### src/rtl/ex_stage.sv
// Execute stage: operand forwarding, ALU, branch/jump resolution and the EX/MEM register.
// Latency: one cycle from ID/EX inputs to the *_mem_o outputs; pc_sel_o/pc_target_o are combinational.
// Backpressure: none; the register loads every edge and stalls are handled upstream by bubbles/flush.
//
// Ports:
//   clk_i, rst_ni                   clock (rising edge), async active-low reset
//   *_ex_i                          decoded instruction, operands and controls from ID/EX
//   flush_i                         load a bubble into EX/MEM and suppress any redirect
//   wb_data_i, rsW_wb_i, RegWEn_wb_i writeback result used as the second forwarding source
//   *_mem_o                         registered EX/MEM contents driving the memory stage
//   pc_sel_o, pc_target_o           fetch redirect request and target
module ex_stage #(
    parameter logic [31:0] NOP_INST = 32'h0000_0013,
    parameter bit          FWD_EN   = 1'b1
) (
    input  logic        clk_i,
    input  logic        rst_ni,
    input  logic        valid_ex_i,
    input  logic [31:0] pc_ex_i,
    input  logic [31:0] rs1_ex_i,
    input  logic [31:0] rs2_ex_i,
    input  logic [4:0]  rs1A_ex_i,
    input  logic [4:0]  rs2A_ex_i,
    input  logic [31:0] imm_ex_i,
    input  logic [31:0] inst_ex_i,
    input  logic [3:0]  ALUSel_ex_i,
    input  logic        ASel_ex_i,
    input  logic        BSel_ex_i,
    input  logic        BrEn_ex_i,
    input  logic        Jump_ex_i,
    input  logic        MemRW_ex_i,
    input  logic [1:0]  WBSel_ex_i,
    input  logic        RegWEn_ex_i,
    input  logic [4:0]  rsW_ex_i,
    input  logic        flush_i,
    input  logic [31:0] wb_data_i,
    input  logic [4:0]  rsW_wb_i,
    input  logic        RegWEn_wb_i,
    output logic [31:0] alu_mem_o,
    output logic [31:0] rs2_mem_o,
    output logic [31:0] pc4_mem_o,
    output logic [31:0] inst_mem_o,
    output logic        MemRW_mem_o,
    output logic        RegWEn_mem_o,
    output logic [1:0]  WBSel_mem_o,
    output logic [4:0]  rsW_mem_o,
    output logic        pc_sel_o,
    output logic [31:0] pc_target_o
);

    localparam logic [1:0] WB_PC4 = 2'b10;

    // EX/MEM register
    logic [31:0] alu_mem_q,    alu_mem_d;
    logic [31:0] rs2_mem_q,    rs2_mem_d;
    logic [31:0] pc4_mem_q,    pc4_mem_d;
    logic [31:0] inst_mem_q,   inst_mem_d;
    logic        MemRW_mem_q,  MemRW_mem_d;
    logic        RegWEn_mem_q, RegWEn_mem_d;
    logic [1:0]  WBSel_mem_q,  WBSel_mem_d;
    logic [4:0]  rsW_mem_q,    rsW_mem_d;

    logic [31:0] mem_fwd_val;
    logic [31:0] fwd_rs1, fwd_rs2;
    logic [31:0] op_a, op_b;
    logic [4:0]  shamt;
    logic [31:0] alu_res;
    logic [2:0]  funct3;
    logic        br_taken;
    logic        accept;

    // A jal/jalr sitting in MEM writes pc+4, everything else forwardable writes the ALU result.
    assign mem_fwd_val = (WBSel_mem_q == WB_PC4) ? pc4_mem_q : alu_mem_q;

    // MEM hit has priority over WB hit because it is the younger producer.
    always_comb begin
        fwd_rs1 = rs1_ex_i;
        if (FWD_EN && (rs1A_ex_i != 5'd0)) begin
            if (RegWEn_mem_q && (rsW_mem_q == rs1A_ex_i)) begin
                fwd_rs1 = mem_fwd_val;
            end else if (RegWEn_wb_i && (rsW_wb_i == rs1A_ex_i)) begin
                fwd_rs1 = wb_data_i;
            end
        end
    end

    always_comb begin
        fwd_rs2 = rs2_ex_i;
        if (FWD_EN && (rs2A_ex_i != 5'd0)) begin
            if (RegWEn_mem_q && (rsW_mem_q == rs2A_ex_i)) begin
                fwd_rs2 = mem_fwd_val;
            end else if (RegWEn_wb_i && (rsW_wb_i == rs2A_ex_i)) begin
                fwd_rs2 = wb_data_i;
            end
        end
    end

    assign op_a  = ASel_ex_i ? pc_ex_i  : fwd_rs1;
    assign op_b  = BSel_ex_i ? imm_ex_i : fwd_rs2;
    assign shamt = op_b[4:0];

    always_comb begin
        alu_res = 32'd0;
        case (ALUSel_ex_i)
            4'd0:  alu_res = op_a + op_b;
            4'd1:  alu_res = op_a - op_b;
            4'd2:  alu_res = op_a << shamt;
            4'd3:  alu_res = {31'd0, ($signed(op_a) < $signed(op_b))};
            4'd4:  alu_res = {31'd0, (op_a < op_b)};
            4'd5:  alu_res = op_a ^ op_b;
            4'd6:  alu_res = op_a >> shamt;
            4'd7:  alu_res = $unsigned($signed(op_a) >>> shamt);
            4'd8:  alu_res = op_a | op_b;
            4'd9:  alu_res = op_a & op_b;
            4'd15: alu_res = op_b;
            default: alu_res = 32'd0;
        endcase
    end

    // Branch condition always compares the forwarded registers, independent of ASel/BSel.
    assign funct3 = inst_ex_i[14:12];

    always_comb begin
        br_taken = 1'b0;
        case (funct3)
            3'b000:  br_taken = (fwd_rs1 == fwd_rs2);
            3'b001:  br_taken = (fwd_rs1 != fwd_rs2);
            3'b100:  br_taken = ($signed(fwd_rs1) <  $signed(fwd_rs2));
            3'b101:  br_taken = ($signed(fwd_rs1) >= $signed(fwd_rs2));
            3'b110:  br_taken = (fwd_rs1 <  fwd_rs2);
            3'b111:  br_taken = (fwd_rs1 >= fwd_rs2);
            default: br_taken = 1'b0;
        endcase
    end

    assign accept      = valid_ex_i && !flush_i;
    assign pc_sel_o    = accept && (Jump_ex_i || (BrEn_ex_i && br_taken));
    assign pc_target_o = {alu_res[31:1], 1'b0};

    always_comb begin
        alu_mem_d    = 32'd0;
        rs2_mem_d    = 32'd0;
        pc4_mem_d    = 32'd0;
        inst_mem_d   = NOP_INST;
        MemRW_mem_d  = 1'b0;
        RegWEn_mem_d = 1'b0;
        WBSel_mem_d  = 2'b00;
        rsW_mem_d    = 5'd0;
        if (accept) begin
            alu_mem_d    = alu_res;
            rs2_mem_d    = fwd_rs2;
            pc4_mem_d    = pc_ex_i + 32'd4;
            inst_mem_d   = inst_ex_i;
            MemRW_mem_d  = MemRW_ex_i;
            RegWEn_mem_d = RegWEn_ex_i;
            WBSel_mem_d  = WBSel_ex_i;
            rsW_mem_d    = rsW_ex_i;
        end
    end

    always_ff @(posedge clk_i or negedge rst_ni) begin
        if (!rst_ni) begin
            alu_mem_q    <= 32'd0;
            rs2_mem_q    <= 32'd0;
            pc4_mem_q    <= 32'd0;
            inst_mem_q   <= NOP_INST;
            MemRW_mem_q  <= 1'b0;
            RegWEn_mem_q <= 1'b0;
            WBSel_mem_q  <= 2'b00;
            rsW_mem_q    <= 5'd0;
        end else begin
            alu_mem_q    <= alu_mem_d;
            rs2_mem_q    <= rs2_mem_d;
            pc4_mem_q    <= pc4_mem_d;
            inst_mem_q   <= inst_mem_d;
            MemRW_mem_q  <= MemRW_mem_d;
            RegWEn_mem_q <= RegWEn_mem_d;
            WBSel_mem_q  <= WBSel_mem_d;
            rsW_mem_q    <= rsW_mem_d;
        end
    end

    assign alu_mem_o    = alu_mem_q;
    assign rs2_mem_o    = rs2_mem_q;
    assign pc4_mem_o    = pc4_mem_q;
    assign inst_mem_o   = inst_mem_q;
    assign MemRW_mem_o  = MemRW_mem_q;
    assign RegWEn_mem_o = RegWEn_mem_q;
    assign WBSel_mem_o  = WBSel_mem_q;
    assign rsW_mem_o    = rsW_mem_q;

endmodule

### config.mk
export PLATFORM = sky130hd
export DESIGN_NAME = ex_stage
export DESIGN_NICKNAME = d
export VERILOG_FILES = /design/src/rtl/ex_stage.sv
export SDC_FILE = /design/constraint.sdc
export NUM_CORES = 1
export LEC_CHECK = 0
export BUFFER_PORTS_ARGS = -buffer_cell sky130_fd_sc_hd__buf_2
export CAP_MARGIN = 15
export CORE_ASPECT_RATIO = 0.9
export CORE_MARGIN = 10
export CORE_UTILIZATION = 35
export DETAILED_ROUTE_END_ITERATION = 16
export PLACE_DENSITY_LB_ADDON = 0.25
export SYNTH_ARGS = -nofsm -noshare
export SYNTH_HDL_FRONTEND = slang
export SYNTH_SLANG_ARGS = --single-unit
### constraint.sdc
create_clock -name clk_i -period 23.7 [get_ports clk_i]
set_input_delay 4.74 -clock clk_i [delete_from_list [all_inputs] [get_ports clk_i]]
set_output_delay 4.74 -clock clk_i [all_outputs]
set_load 0.02 [all_outputs]
Yosys cells after proc, flatten, opt, wreduce, memory -nomap -nowiden
Index checks and enable logic that the tools add are counted.
Operators by class
  equality and inequality tests: 22
  reductions and logical operators: 13
  order comparisons: 6
  add/sub/neg operators: 3
  bitwise gates (word level): 3
  muxes and demuxes: 19
  shift operators: 3
Operators with widths (count)
  2-to-1 mux 32 bit: 13
  one-hot mux 32 bit (11 select lines): 1
  < comparator 32 bit: 4
  >= comparator 32 bit: 2
  adder 32 x 3 -> 32 bit, second input constant: 1
  adder 32 bit: 1
  AND 32 bit: 1
  equality test 32 bit: 1
  != test 32 bit: 1
  OR 32 bit: 1
  left shift 32 x 5 -> 32 bit: 1
  >> shifter 32 x 5 -> 32 bit: 1
  >>> shifter 32 x 5 -> 32 bit: 1
  subtractor 32 bit: 1
  XOR 32 bit: 1
  equality test 5 bit: 4
  equality test 4 x 3 -> 1 bit, second input constant: 4
  equality test 3 bit, second input constant: 4
  equality test 4 bit, second input constant: 3
  nonzero test 5 bit: 2
  equality test 4 x 2 -> 1 bit, second input constant: 2
  logical AND 1 bit: 7
  one-hot mux 1 bit (6 select lines): 1
  2-to-1 mux 5 bit: 1
  9 further kinds: 10
Storage, ports and cells
  word-level logic and storage cells: 77
  register bits: 137
  input bits: 229
  output and inout port bits: 170

Logic depth before layout (Yosys ltp)
  depth after elaboration: 10
  mapped depth: 25
  gate-level depth less buffers: 22

Worst setup path before layout
No wires, ideal clock.
  kind: input -> output
  from: input rs2A_ex_i[1]
  to: output pc_target_o[26]
  cell stages on the path: 22
  arrival: 9.693 ns
  path slack: 9.267 ns
  cells stage by stage: xor2_1 > nor4_4 > and2_1 > buf_4 > a31oi_4 > o221ai_2 > buf_6 > buf_4 > buf_2 > ha_1 > inv_1 > fa_1 > a21o_1 > a311o_1 > a31o_2 > and3b_1 > o2111ai_1 > nand2_1 > a211oi_1 > a2bb2oi_1 > a21oi_1 > or4_1
Between the ends
  cells in the longest elaborated chain, start to end: 8
  elaborated cells on any way between the ends: 18
RTL lines
  from (decl): RTL line 23  | input logic [4:0] rs2A_ex_i,
  equality test 5 bit: RTL line 92  | end else if (RegWEn_wb_i && (rsW_wb_i == rs2A_ex_i)) begin
  logical AND 1 bit: RTL line 92
  2-to-1 mux 32 bit: RTL line 92
  2-to-1 mux 32 bit: RTL line 90  | if (RegWEn_mem_q && (rsW_mem_q == rs2A_ex_i)) begin
  2-to-1 mux 32 bit *: RTL line 89  | if (FWD_EN && (rs2A_ex_i != 5'd0)) begin
  2-to-1 mux 32 bit *: RTL line 99  | assign op_b = BSel_ex_i ? imm_ex_i : fwd_rs2;
  subtractor 32 bit, or another cell as far along: RTL line 106  | 4'd1: alu_res = op_a - op_b;
  one-hot mux 32 bit (11 select lines) *: RTL line 104  | case (ALUSel_ex_i)
  to (decl): RTL line 48  | output logic [31:0] pc_target_o
Every way passes the cells marked *; elsewhere a longest branch is shown, timed or not.

Worst setup path in the final report
  from: input rs2A_ex_i[2]
  to: output pc_target_o[18]
Same word-level chain as after synthesis.

==> metrics.txt <==
antenna viol nets, final 0; max_cap viols 0; Congestion Overflow GR 0; Area growth, synth to finish 18.4%; YS warnings 0; Clock Pin Slew Worst Setup and Hold Paths 70 ps; post-DR wirelength/cell about 35 um; # setup viols final 0; clk sinks 137; Clock Latency Late Sink 450 ps; maximum fanout along the worst path 16; worst clock skew 11.0 ps; CP Capture Type primary output; P_int between 500 and 600 uW; maximum vdd drop 0.0000513 V; worst-margin pin slew ~1300 ps; worst path arrival time 11490 ps; sequential element share of the synthesized area 19.1%; met2 Use GR 56.3%; Post-DP Area 0.0207 mm^2; Fillers 5325; number of synthesized register bits 137; Gate Count Post-Synth 2340; r2r endpoint alu_mem_o[18]; die height 235 um; mean post-synth cell area slightly below 8 um^2; crit path cell chain buf_2 > nor3_1 > nand2_1 > nand3_1 > nand2_1 > o21ai_0 > nor2_1 > a21oi_1 > inv_1 > ha_1 > or3_1 > nor4_1 > o211ai_1 > nand3_1 > or2_2 > xnor2_1 > o221ai_1 > a211oi_1 > o21ai_0 > nor2_1 > nand3_1 > buf_2; vias in the first global route 21100; Hold Crit Depth 4; Final Hold Fails 0; dominant synthesized flop cell dfrtp_1; Die X 259 um; Seq. cell area 0.00343 mm^2; CTS buffer count 17; IO Port Bufs between 300 and 400; RSZ-0062 raised after global routing false; Psw between 500 and 600 uW; Nets between 3000 and 4000; largest net degree at the start of global routing 75; GRT busiest layer met2; Seq pwr share between 20 and 25%; Max Root-Sink Buffers 2; min Tclk post-route 16230 ps; routed wire length 118 mm; CTS tree done; most area-hungry cell type in the Yosys netlist dfrtp_1; Clock Power Share 25.4%; grt met1 use a little under half; clock root cell clkbuf_16; worst hold endpoint rs2_mem_o[12]; gpl congestion around 1.0; Post-synth ARST share 100%; area of the core 0.0507 mm^2; Hold Startpoint pc4_mem_o[12]; status completed; Slowest cell on crit path o21ai_0; Hold Buf Count CTS 0; reg2reg path depth 21; Final Non-Filler Cells around 3400; Tot GR Track Use 36.9%; Hold WC Path Type reg -> reg; crit-path max cell delay 750 ps; dpl cells ~3300; EDFF count, synth 0; # rows 78; cell family with most CP delay simple AND/OR/NAND/NOR gates; synthesized net count 2702; Setup CP Type in -> out; top cell type's share of synthesized area 18.7%; synth unique cells 110; area of the multi-input gates around 0.013 mm^2; synth cell count leaders nor2_1 (265), nand2_1 (185), mux2i_1 (169); antenna violations before repair 13; Logic pwr share 51.6%; drt initial violations 3076; Pwr per Cell Area around 52 mW/mm^2; H-Tree Depth 4; DRC Markers 0; detailed placement HPWL 94.1 mm; switching share of total power between 40 and 50%; top cells by area, synth dfrtp_1 (19%), mux2i_1 (9.4%), ha_1 (9.1%); met3 Use GR approximately a tenth; Die ar. between 0.06 and 0.07 mm^2; post-synthesis cell area around 0.018 mm^2; f_max ~62 MHz; first-pass GRT wire length about 160 mm; Starting Density 35.5%; max-slew violations 0; worst reg-to-reg setup slack approximately 17000 ps; Post-CTS Resized 0; Tcrit/Tclk final between 60% and 70%; share of layout cells above drive strength 1 22.2%; Crit path buffers/inverters 3; Worst Path Required 18960 ps; Crit path depth 22; DR vias ~22000; Avg Vias per Cell 6.61; post-CTS setup buffers 0; leakage power 10.1 nW; Max-slew headroom 14.2%; most common cell in the netlist nor2_1; IO Count 399; Design Area, Final 0.0213 mm^2; Worst R2R Start WBSel_mem_o[0]; DRT Pass-1 Iters 6; crit path launch type primary input; most frequent CP cell nand3_1; Setup TNS 0 ps; hold_ws around 1100 ps
[through the flow]
stage          setup slack [ps]  power, mW  utilization, %
2_1_floorplan              9270      0.579               -
3_3_place_gp               7910      0.806            40.8
3_5_place_dp               7770      0.804            40.8
4_1_cts                    7750       1.08            42.0
5_1_grt                    7280       1.14            42.0
6_report                   7470       1.10            42.0
[tightest hold or removal path, stage by stage, from the launching register on]
cell	delay [ps]
dfrtp_1	350
mux2i_1	140
a2bb2oi_1	180
o22ai_1	190
nor2_1	150
[routing by layer]
layer / share of wire (%) / vias up
li1: - / 9359
met1: 39 / 10900
met2: 44 / 1622
met3: 11 / 290
met4: 6.4 / 8
met5: 0.034 / -
[worst max-delay path by stage]
stage / startpoint / to
3_3_place_gp: rs2A_ex_i[4] / pc_target_o[18]
5_1_grt: rs2A_ex_i[2] / pc_target_o[21]
6_report: rs2A_ex_i[2] / pc_target_o[18]
4_1_cts: rs2A_ex_i[2] / pc_target_o[18]
2_1_floorplan: rs2A_ex_i[1] / pc_target_o[26]
3_5_place_dp: rs2A_ex_i[2] / pc_target_o[18]
[flip-flops by register name, summed over array words and instances (netlist names)]
register,flops
rs2_mem_o,32
WBSel_mem_o,2
MemRW_mem_o,1
pc4_mem_o,32
RegWEn_mem_o,1
alu_mem_o,32
rsW_mem_o,5
inst_mem_o,32
[kinds of logic (layout without fill, tap and decap cells)]
family                   after synthesis  in the layout  synth area share (%)
XOR/XNOR                              62             62                  3.06
buffers and inverters                282            615                  6.72
adder cells (fa/ha/maj)              133            133                  9.34
multiplexers                         196            196                  11.4
other                                  1              6                0.0209
AND/OR/NAND/NOR                      779            779                  21.2
flip-flops                           137            137                  19.1
AO/OA/AOI/OAI                        750            750                  29.2
[power by group through the flow]
stage               logic (mW)  clock network, mW  registers [mW]
floorplan                0.313                  0           0.265
global placement         0.550                  0           0.257
detailed placement       0.547                  0           0.257
CTS                      0.549              0.282           0.253
global route             0.595              0.290           0.253
finish                   0.568              0.280           0.253
[final cells by class]
class | instances | area share, %
diodes | 5 | 0.0588
clock buffers | 18 | 2.06
clock inverters | 14 | 0.758
inverters | 122 | 2.21
multi-input cells | 1921 | 63.2
flip-flops and latches | 137 | 16.1
well taps | 680 | 4.00
repair buffers | 461 | 11.6
[layout by cell type (no fill, tap or decap), types with 25 or more instances in the layout]
cell	synthesis	final
and2_1	57	57
xnor2_1	34	34
nand2_1	185	185
nand3_1	50	50
nor3_1	50	49
nor4_1	27	26
inv_1	117	116
o22ai_1	56	56
dfrtp_1	134	134
buf_2	31	396
xor2_1	27	27
o21ai_0	101	101
o211ai_1	38	38
a21oi_1	155	155
buf_4	7	64
o21a_1	25	25
nor2_1	265	262
mux2i_1	169	169
a31oi_1	41	41
a21o_1	35	35
ha_1	131	131
a22oi_1	41	41
(Power assumes the default switching activity.)
